$ cat src/rtl/uart_cmd_parser_if.sv
// Byte-stream and memory-port bundle between the host UART, the command parser
// and the 8755 programming logic. The parser drives the master side.
interface uart_cmd_parser_if;
  logic [7:0]  rx_data;
  logic        new_rx_data;
  logic        tx_busy;
  logic [7:0]  tx_data;
  logic        new_tx_data;
  logic        mem_req;
  logic        mem_we;
  logic [10:0] mem_addr;
  logic [7:0]  mem_wdata;
  logic [7:0]  mem_rdata;
  logic        mem_ack;

  modport master (
    input  rx_data, new_rx_data, tx_busy, mem_rdata, mem_ack,
    output tx_data, new_tx_data, mem_req, mem_we, mem_addr, mem_wdata
  );

  modport slave (
    output rx_data, new_rx_data, tx_busy, mem_rdata, mem_ack,
    input  tx_data, new_tx_data, mem_req, mem_we, mem_addr, mem_wdata
  );
endinterface

$ cat src/rtl/uart_cmd_parser.sv
// Host packet framer for the PGM8755: checks CMD/ADDR/LEN/CSUM, buffers write
// payload until the checksum verifies, then runs the memory port and replies.
module uart_cmd_parser #(
  parameter int MAX_LEN        = 16,
  parameter int TIMEOUT_CYCLES = 5000000
) (
  input  logic              clk,
  input  logic              rst,
  uart_cmd_parser_if.master bus
);

  localparam int CNT_W = $clog2(MAX_LEN + 1);
  localparam int IDX_W = (MAX_LEN > 1) ? $clog2(MAX_LEN) : 1;
  localparam int TMO_W = $clog2(TIMEOUT_CYCLES + 1);
  localparam logic [TMO_W-1:0] TMO_LAST  = TMO_W'(TIMEOUT_CYCLES - 1);
  localparam logic [7:0]       MAX_LEN_B = 8'(MAX_LEN);

  localparam logic [7:0] CMD_PING = 8'h50;
  localparam logic [7:0] CMD_WR   = 8'h57;
  localparam logic [7:0] CMD_RD   = 8'h52;
  localparam logic [7:0] ACK      = 8'h06;
  localparam logic [7:0] NAK      = 8'h15;

  typedef enum logic [3:0] {
    IDLE, ADDR_HI, ADDR_LO, LEN, DATA, CSUM, MEM, SEND, RESP
  } state_t;

  state_t             state;
  logic [7:0]         cmd;
  logic [7:0]         sum;
  logic [10:0]        addr;
  logic [CNT_W-1:0]   len;
  logic [CNT_W-1:0]   cnt;
  logic [TMO_W-1:0]   tmo;
  logic [7:0]         resp_byte;
  logic               tx_guard;
  logic [7:0]         rd_byte;
  logic [7:0]         wbuf [MAX_LEN];

  logic [7:0] sum_nxt;
  logic       is_wr;
  logic       in_frame;
  logic       tmo_hit;
  logic       tx_ready;
  logic       last_xfer;

  assign sum_nxt   = sum + bus.rx_data;
  assign is_wr     = (cmd == CMD_WR);
  assign in_frame  = (state == ADDR_HI) || (state == ADDR_LO) || (state == LEN) ||
                     (state == DATA) || (state == CSUM);
  assign tmo_hit   = in_frame && !bus.new_rx_data && (tmo == TMO_LAST);
  // tx_busy is not trusted during the pulse cycle and the guard cycle after it.
  assign tx_ready  = !bus.tx_busy && !bus.new_tx_data && !tx_guard;
  assign last_xfer = (cnt == len - 1'b1);

  // Payload storage and captured read data carry no reset.
  always_ff @(posedge clk) begin
    if (state == DATA && bus.new_rx_data)
      wbuf[cnt[IDX_W-1:0]] <= bus.rx_data;
    if (state == MEM && bus.mem_req && bus.mem_ack)
      rd_byte <= bus.mem_rdata;
  end

  always_ff @(posedge clk or negedge rst) begin
    if (!rst) begin
      state           <= IDLE;
      cmd             <= '0;
      sum             <= '0;
      addr            <= '0;
      len             <= '0;
      cnt             <= '0;
      tmo             <= '0;
      resp_byte       <= '0;
      tx_guard        <= 1'b0;
      bus.tx_data     <= '0;
      bus.new_tx_data <= 1'b0;
      bus.mem_req     <= 1'b0;
      bus.mem_we      <= 1'b0;
      bus.mem_addr    <= '0;
      bus.mem_wdata   <= '0;
    end else begin
      bus.new_tx_data <= 1'b0;
      tx_guard        <= bus.new_tx_data;
      tmo             <= (in_frame && !bus.new_rx_data) ? tmo + 1'b1 : '0;

      unique case (state)
        IDLE: if (bus.new_rx_data) begin
          cmd <= bus.rx_data;
          sum <= bus.rx_data;
          if (bus.rx_data == CMD_PING)
            state <= CSUM;
          else if (bus.rx_data == CMD_WR || bus.rx_data == CMD_RD)
            state <= ADDR_HI;
          else begin
            resp_byte <= NAK;
            state     <= RESP;
          end
        end

        ADDR_HI: if (bus.new_rx_data) begin
          sum <= sum_nxt;
          if (bus.rx_data[7:3] != 5'd0) begin
            resp_byte <= NAK;
            state     <= RESP;
          end else begin
            addr[10:8] <= bus.rx_data[2:0];
            state      <= ADDR_LO;
          end
        end

        ADDR_LO: if (bus.new_rx_data) begin
          sum       <= sum_nxt;
          addr[7:0] <= bus.rx_data;
          state     <= LEN;
        end

        LEN: if (bus.new_rx_data) begin
          sum <= sum_nxt;
          if (bus.rx_data == 8'd0 || bus.rx_data > MAX_LEN_B) begin
            resp_byte <= NAK;
            state     <= RESP;
          end else begin
            len   <= bus.rx_data[CNT_W-1:0];
            cnt   <= '0;
            state <= is_wr ? DATA : CSUM;
          end
        end

        DATA: if (bus.new_rx_data) begin
          sum <= sum_nxt;
          if (last_xfer) begin
            cnt   <= '0;
            state <= CSUM;
          end else begin
            cnt <= cnt + 1'b1;
          end
        end

        CSUM: if (bus.new_rx_data) begin
          if (sum_nxt == 8'h00) begin
            resp_byte <= ACK;
            cnt       <= '0;
            state     <= (cmd == CMD_PING) ? RESP : MEM;
          end else begin
            resp_byte <= NAK;
            state     <= RESP;
          end
        end

        // One request at a time; mem_req stays low for the cycle after each ack.
        MEM: begin
          if (!bus.mem_req) begin
            bus.mem_req   <= 1'b1;
            bus.mem_we    <= is_wr;
            bus.mem_addr  <= addr;
            bus.mem_wdata <= is_wr ? wbuf[cnt[IDX_W-1:0]] : 8'h00;
          end else if (bus.mem_ack) begin
            bus.mem_req <= 1'b0;
            addr        <= addr + 11'd1;
            cnt         <= cnt + 1'b1;
            if (is_wr) begin
              if (last_xfer)
                state <= RESP;
            end else if (tx_ready) begin
              bus.new_tx_data <= 1'b1;
              bus.tx_data     <= bus.mem_rdata;
              state           <= last_xfer ? RESP : MEM;
            end else begin
              state <= SEND;
            end
          end
        end

        SEND: if (tx_ready) begin
          bus.new_tx_data <= 1'b1;
          bus.tx_data     <= rd_byte;
          state           <= (cnt == len) ? RESP : MEM;
        end

        RESP: if (tx_ready) begin
          bus.new_tx_data <= 1'b1;
          bus.tx_data     <= resp_byte;
          state           <= IDLE;
        end

        default: state <= IDLE;
      endcase

      if (tmo_hit) begin
        resp_byte <= NAK;
        state     <= RESP;
      end
    end
  end

endmodule

$ cat src/flat_wrapper.sv
// flat-port wrapper written by rule: the top's interface ports become plain ports
module uart_cmd_parser_flat 
#(
  parameter int MAX_LEN        = 16,
  parameter int TIMEOUT_CYCLES = 5000000
)
  (clk, rst, bus_rx_data, bus_new_rx_data, bus_tx_busy, bus_mem_rdata, bus_mem_ack, bus_tx_data, bus_new_tx_data, bus_mem_req, bus_mem_we, bus_mem_addr, bus_mem_wdata);
  uart_cmd_parser_if bus_i ();
  input  logic clk;
  input  logic rst;
  input wire logic [$bits(bus_i.rx_data)-1:0] bus_rx_data;
  input wire logic [$bits(bus_i.new_rx_data)-1:0] bus_new_rx_data;
  input wire logic [$bits(bus_i.tx_busy)-1:0] bus_tx_busy;
  input wire logic [$bits(bus_i.mem_rdata)-1:0] bus_mem_rdata;
  input wire logic [$bits(bus_i.mem_ack)-1:0] bus_mem_ack;
  output wire logic [$bits(bus_i.tx_data)-1:0] bus_tx_data;
  output wire logic [$bits(bus_i.new_tx_data)-1:0] bus_new_tx_data;
  output wire logic [$bits(bus_i.mem_req)-1:0] bus_mem_req;
  output wire logic [$bits(bus_i.mem_we)-1:0] bus_mem_we;
  output wire logic [$bits(bus_i.mem_addr)-1:0] bus_mem_addr;
  output wire logic [$bits(bus_i.mem_wdata)-1:0] bus_mem_wdata;
  assign bus_i.rx_data = bus_rx_data;
  assign bus_i.new_rx_data = bus_new_rx_data;
  assign bus_i.tx_busy = bus_tx_busy;
  assign bus_i.mem_rdata = bus_mem_rdata;
  assign bus_i.mem_ack = bus_mem_ack;
  assign bus_tx_data = bus_i.tx_data;
  assign bus_new_tx_data = bus_i.new_tx_data;
  assign bus_mem_req = bus_i.mem_req;
  assign bus_mem_we = bus_i.mem_we;
  assign bus_mem_addr = bus_i.mem_addr;
  assign bus_mem_wdata = bus_i.mem_wdata;
  uart_cmd_parser #(.MAX_LEN(MAX_LEN), .TIMEOUT_CYCLES(TIMEOUT_CYCLES)) u_core (.clk(clk), .rst(rst), .bus(bus_i));
endmodule
$ cat config.mk
export PLATFORM = sky130hd
export DESIGN_NAME = uart_cmd_parser_flat
export DESIGN_NICKNAME = d
export VERILOG_FILES = /design/src/rtl/uart_cmd_parser_if.sv /design/src/rtl/uart_cmd_parser.sv /design/src/flat_wrapper.sv
export SDC_FILE = /design/constraint.sdc
export NUM_CORES = 1
export LEC_CHECK = 0
export CORE_UTILIZATION = 51
export CTS_CLUSTER_DIAMETER = 100
export DETAILED_ROUTE_END_ITERATION = 8
export HOLD_SLACK_MARGIN = 0.12
export PLACE_DENSITY = 0.72
export RECOVER_POWER = 25
export SLEW_MARGIN = 40
export SYNTH_ARGS = -nofsm -noshare
export SYNTH_HDL_FRONTEND = slang
export SYNTH_SLANG_ARGS = --single-unit
export TNS_END_PERCENT = 10
$ cat constraint.sdc
create_clock -name clk -period 2.8 [get_ports clk]
set_input_delay 0.28 -clock clk [delete_from_list [all_inputs] [get_ports clk]]
set_output_delay 0.28 -clock clk [all_outputs]
set_load 0.05 [all_outputs]
==> metrics.txt <==
Starting Density 52.1%; hold depth 1; GRT Total Usage 21.4%; area delta synth->final 19.4%; FF-to-FF Start u_core.sum[0]; most frequent cells in the layout 136 x edfxtp_1, 97 x dfrtp_1, 86 x nand2_1; Pwr Density 725 nW/um2; CP Class in -> reg; crit-path leading delay family simple AND/OR/NAND/NOR gates; Register Area 6540 um2; max_cap viols 1; vias per std cell 5.61; dominant synthesized flop cell edfxtp_1; CTS tree built; syn_area_per_cell 13.1 um2; Clock Latency Late Sink 520 ps; Mapped Cells 803; Root Driver clkbuf_16; status finished with violations; number of setup violations in the final report 0; Post-Syn Nets 839; total CTS buffers 25; Reg clk slew, reported paths 60 ps; Die ar. 21,200 um2; Critical Path AT 3030 ps; failing checks max-capacitance violations, max-slew violations; number of flops mapped to enable cells by yosys 136; FF-to-FF path depth 8; clock sinks 234; vias in the first global route 6,796; RSZ-0062 raised after global routing false; Synth Area in Adders 1.85%; maximum VDD drop 438 uV; Worst Path Required 3200 ps; xor/xnor share of the synthesized area 2.49%; sequential area share after synthesis 62.1%; Least-Margin Pin Slew 1930 ps; grt total ovfl 0; HP Class in -> reg; Layout Nets 944; leading cell type in the layout, fill and taps excluded edfxtp_1; first-pass GRT wire length 36,100 um; total number of vias 6,720; die height 146 um; Max Freq 0.381 GHz; Hold Startpoint bus_mem_rdata[7]; H-tree depth 1; Leak Pwr 4.67 nW; mux contribution to synthesized area 10.9%; fin worst setup slack 175 ps; Synth top area share 38.8%; GPL Wtd Cong 0.889; synth top area cells edfxtp_1 39%, dfrtp_1 23%, mux4_2 8.6%; reg-to-reg slack, setup 190 ps; Worst R2R End u_core.cnt[2]; post-DP HPWL 14,500 um; Clock Skew 13.0 ps; DR pass1 iterations 5; WHS Endpoint u_core.rd_byte[7]; post-synthesis compound-gate area fraction 8.73%; final cycle utilization of the critical path 93.8%; largest net degree at the start of global routing 76; Wirelength per Cell 18.0 um; dpl cell area 11,700 um2; DRC Markers 0; row count 52; maximum buffer depth of the clock tree 3; post-layout min period 2630 ps; CP max-delay cell dlygate4sd3_1; Fin. Hold Viols 0; crit-path cells dlygate4sd3_1 > ha_1 > fa_2 > xor2_1 > or3_2 > nor3_2 > nor4b_4 > o21ai_2 > a221o_1; Post-Syn Area 10,500 um2; Final ANT Viol Nets 0; Final Max Slew Viols 76; Seq cells post-synth 234; Initial DRC Count 554; area of the multi-input gates 3810 um2; slowest cell delay on critical path 600 ps; largest family of logic cells by synthesized area simple AND/OR/NAND/NOR gates; die width 146 um; crit start category input port; final wirelength 21,600 um; WP buf/inv 1; Placeable Area 20,200 um2; initial antenna violation count 0; Critical Path End Type register; simple-gate portion of the synthesized area 12.0%; share of cells above drive strength 1 18.9%; Final Cell Area 12,600 um2; ant diodes 0; post-synth cell types 67; worst-path maximum fanout 4; Fillers 1,518; leading area contributor after synthesis edfxtp_1; io pins 51; Post-synth ARST share 41.9%; Port-buffer cells 50; Slew HR -28.9%; Setup WS pre-CTS -348 ps; yosys synthesis warning count 0
==> cell type report <==
class                           count  share of cell area, %
Sequential cell                   234                   52.0
Multi-Input combinational cell    517                   30.3
Timing Repair Buffer              111                   7.57
Clock buffer                       36                   6.02
Tap cell                          270                   2.69
Clock inverter                     10                  0.886
Inverter                           19                  0.567
==> layer usage <==
| metal | GRT usage [%] | share of wire (%) | up-vias |
|---|---|---|---|
| met5 | 0 | 0 | - |
| met4 | 5.21 | 1.4 | 0 |
| met3 | 2.66 | 4.3 | 24 |
| met2 | 35.0 | 48 | 162 |
| met1 | 30.8 | 46 | 3327 |
| li1 | - | - | 3207 |
==> per-stage QoR <==
| step | hold slack, ps | cells | util (%) | setup TNS [ps] | total power [mW] |
|---|---|---|---|---|---|
| floorplan | -15.6 | 803 | - | 0 | 5.20 |
| global placement | 440 | 1149 | 57.7 | -2340 | 5.78 |
| detailed placement | 365 | 1149 | 57.8 | -2510 | 5.81 |
| CTS | 337 | 1196 | 62.1 | 0 | 9.19 |
| global route | 415 | 1197 | 62.1 | 0 | 9.52 |
| finish | 428 | 1197 | 62.1 | 0 | 9.12 |
==> report_power, final <==
| group | total [mW] | leakage, nW | internal (mW) | switching (mW) |
|---|---|---|---|---|
| sequential | 4.02 | 2.50 | 3.85 | 0.162 |
| clock | 3.36 | 0.426 | 2.06 | 1.30 |
| combinational | 1.74 | 1.75 | 0.754 | 0.982 |
==> worst max path at each step <==
stage                              start                   to  slack (ps)  cells past startpoint
final                     bus_rx_data[0]        u_core.cnt[2]         170                      9
after global routing      bus_rx_data[0]  u_core.resp_byte[0]          40                      9
after CTS                  u_core.sum[0]  u_core.resp_byte[0]         100                      9
after detailed placement  bus_rx_data[0]  u_core.resp_byte[0]        -350                     11
after global placement    bus_rx_data[0]        u_core.cnt[2]        -330                     10
after floorplan            u_core.sum[0]        u_core.cnt[2]         120                      9
==> cell usage after synthesis (2+ instances only) <==
cell      instances
nand2b_1          8
a221oi_1          2
a211oi_1          6
nor2_1           69
mux2i_1           9
nor4b_1           2
and2_1            3
nor4_1            6
o22a_1            2
inv_1            19
nor3b_1           3
o211ai_1          4
a21o_1            3
mux4_2           40
a22o_1            4
nor2b_1           4
o22ai_1           2
o21bai_1          2
mux2_2           14
nand2_1          86
ha_1             14
and3_1           11
or2_1             3
o21ai_1          13
a211o_1           3
clkbuf_1         23
a21oi_1          38
or2_2             2
xnor2_1          13
nor3_1           18
buf_2             5
o21ai_0          35
a31oi_1           3
a22oi_1           6
xor2_1           17
o21a_1            3
or3_1            13
dfrtp_1          98
buf_1             4
o31ai_1           2
nand3_1          30
edfxtp_1        136
==> kinds of logic (layout without fill, tap and decap cells) <==
kind of cell,after synthesis,after routing
compound gates,142,142
xor+xnor,30,30
fa+ha+maj,15,15
buf+inv,52,176
flops,234,234
mux,63,63
simple gates,267,267
==> what timing repair did <==
action	4_1_cts	5_1_grt
endpoints found under the setup margin	0	4
buffers inserted	0	1
gates resized for setup	0	2
hold endpoints to repair	73	0
hold buffers	1	0
==> sequential cells by signal, summed over array words and instances, names as in the netlist, 3 cells and up <==
signal and cells:
u_core.rd_byte 8, u_core.sum 8, u_core.tmo 23, u_core.bus.mem_addr 11, u_core.cnt 5, u_core.bus.tx_data 8, u_core.wbuf 128, u_core.len 5
u_core.bus.mem_wdata 8, u_core.state 4, u_core.addr 11, u_core.resp_byte 3, u_core.cmd 8
Note: power is estimated with default switching activity, not from simulation.
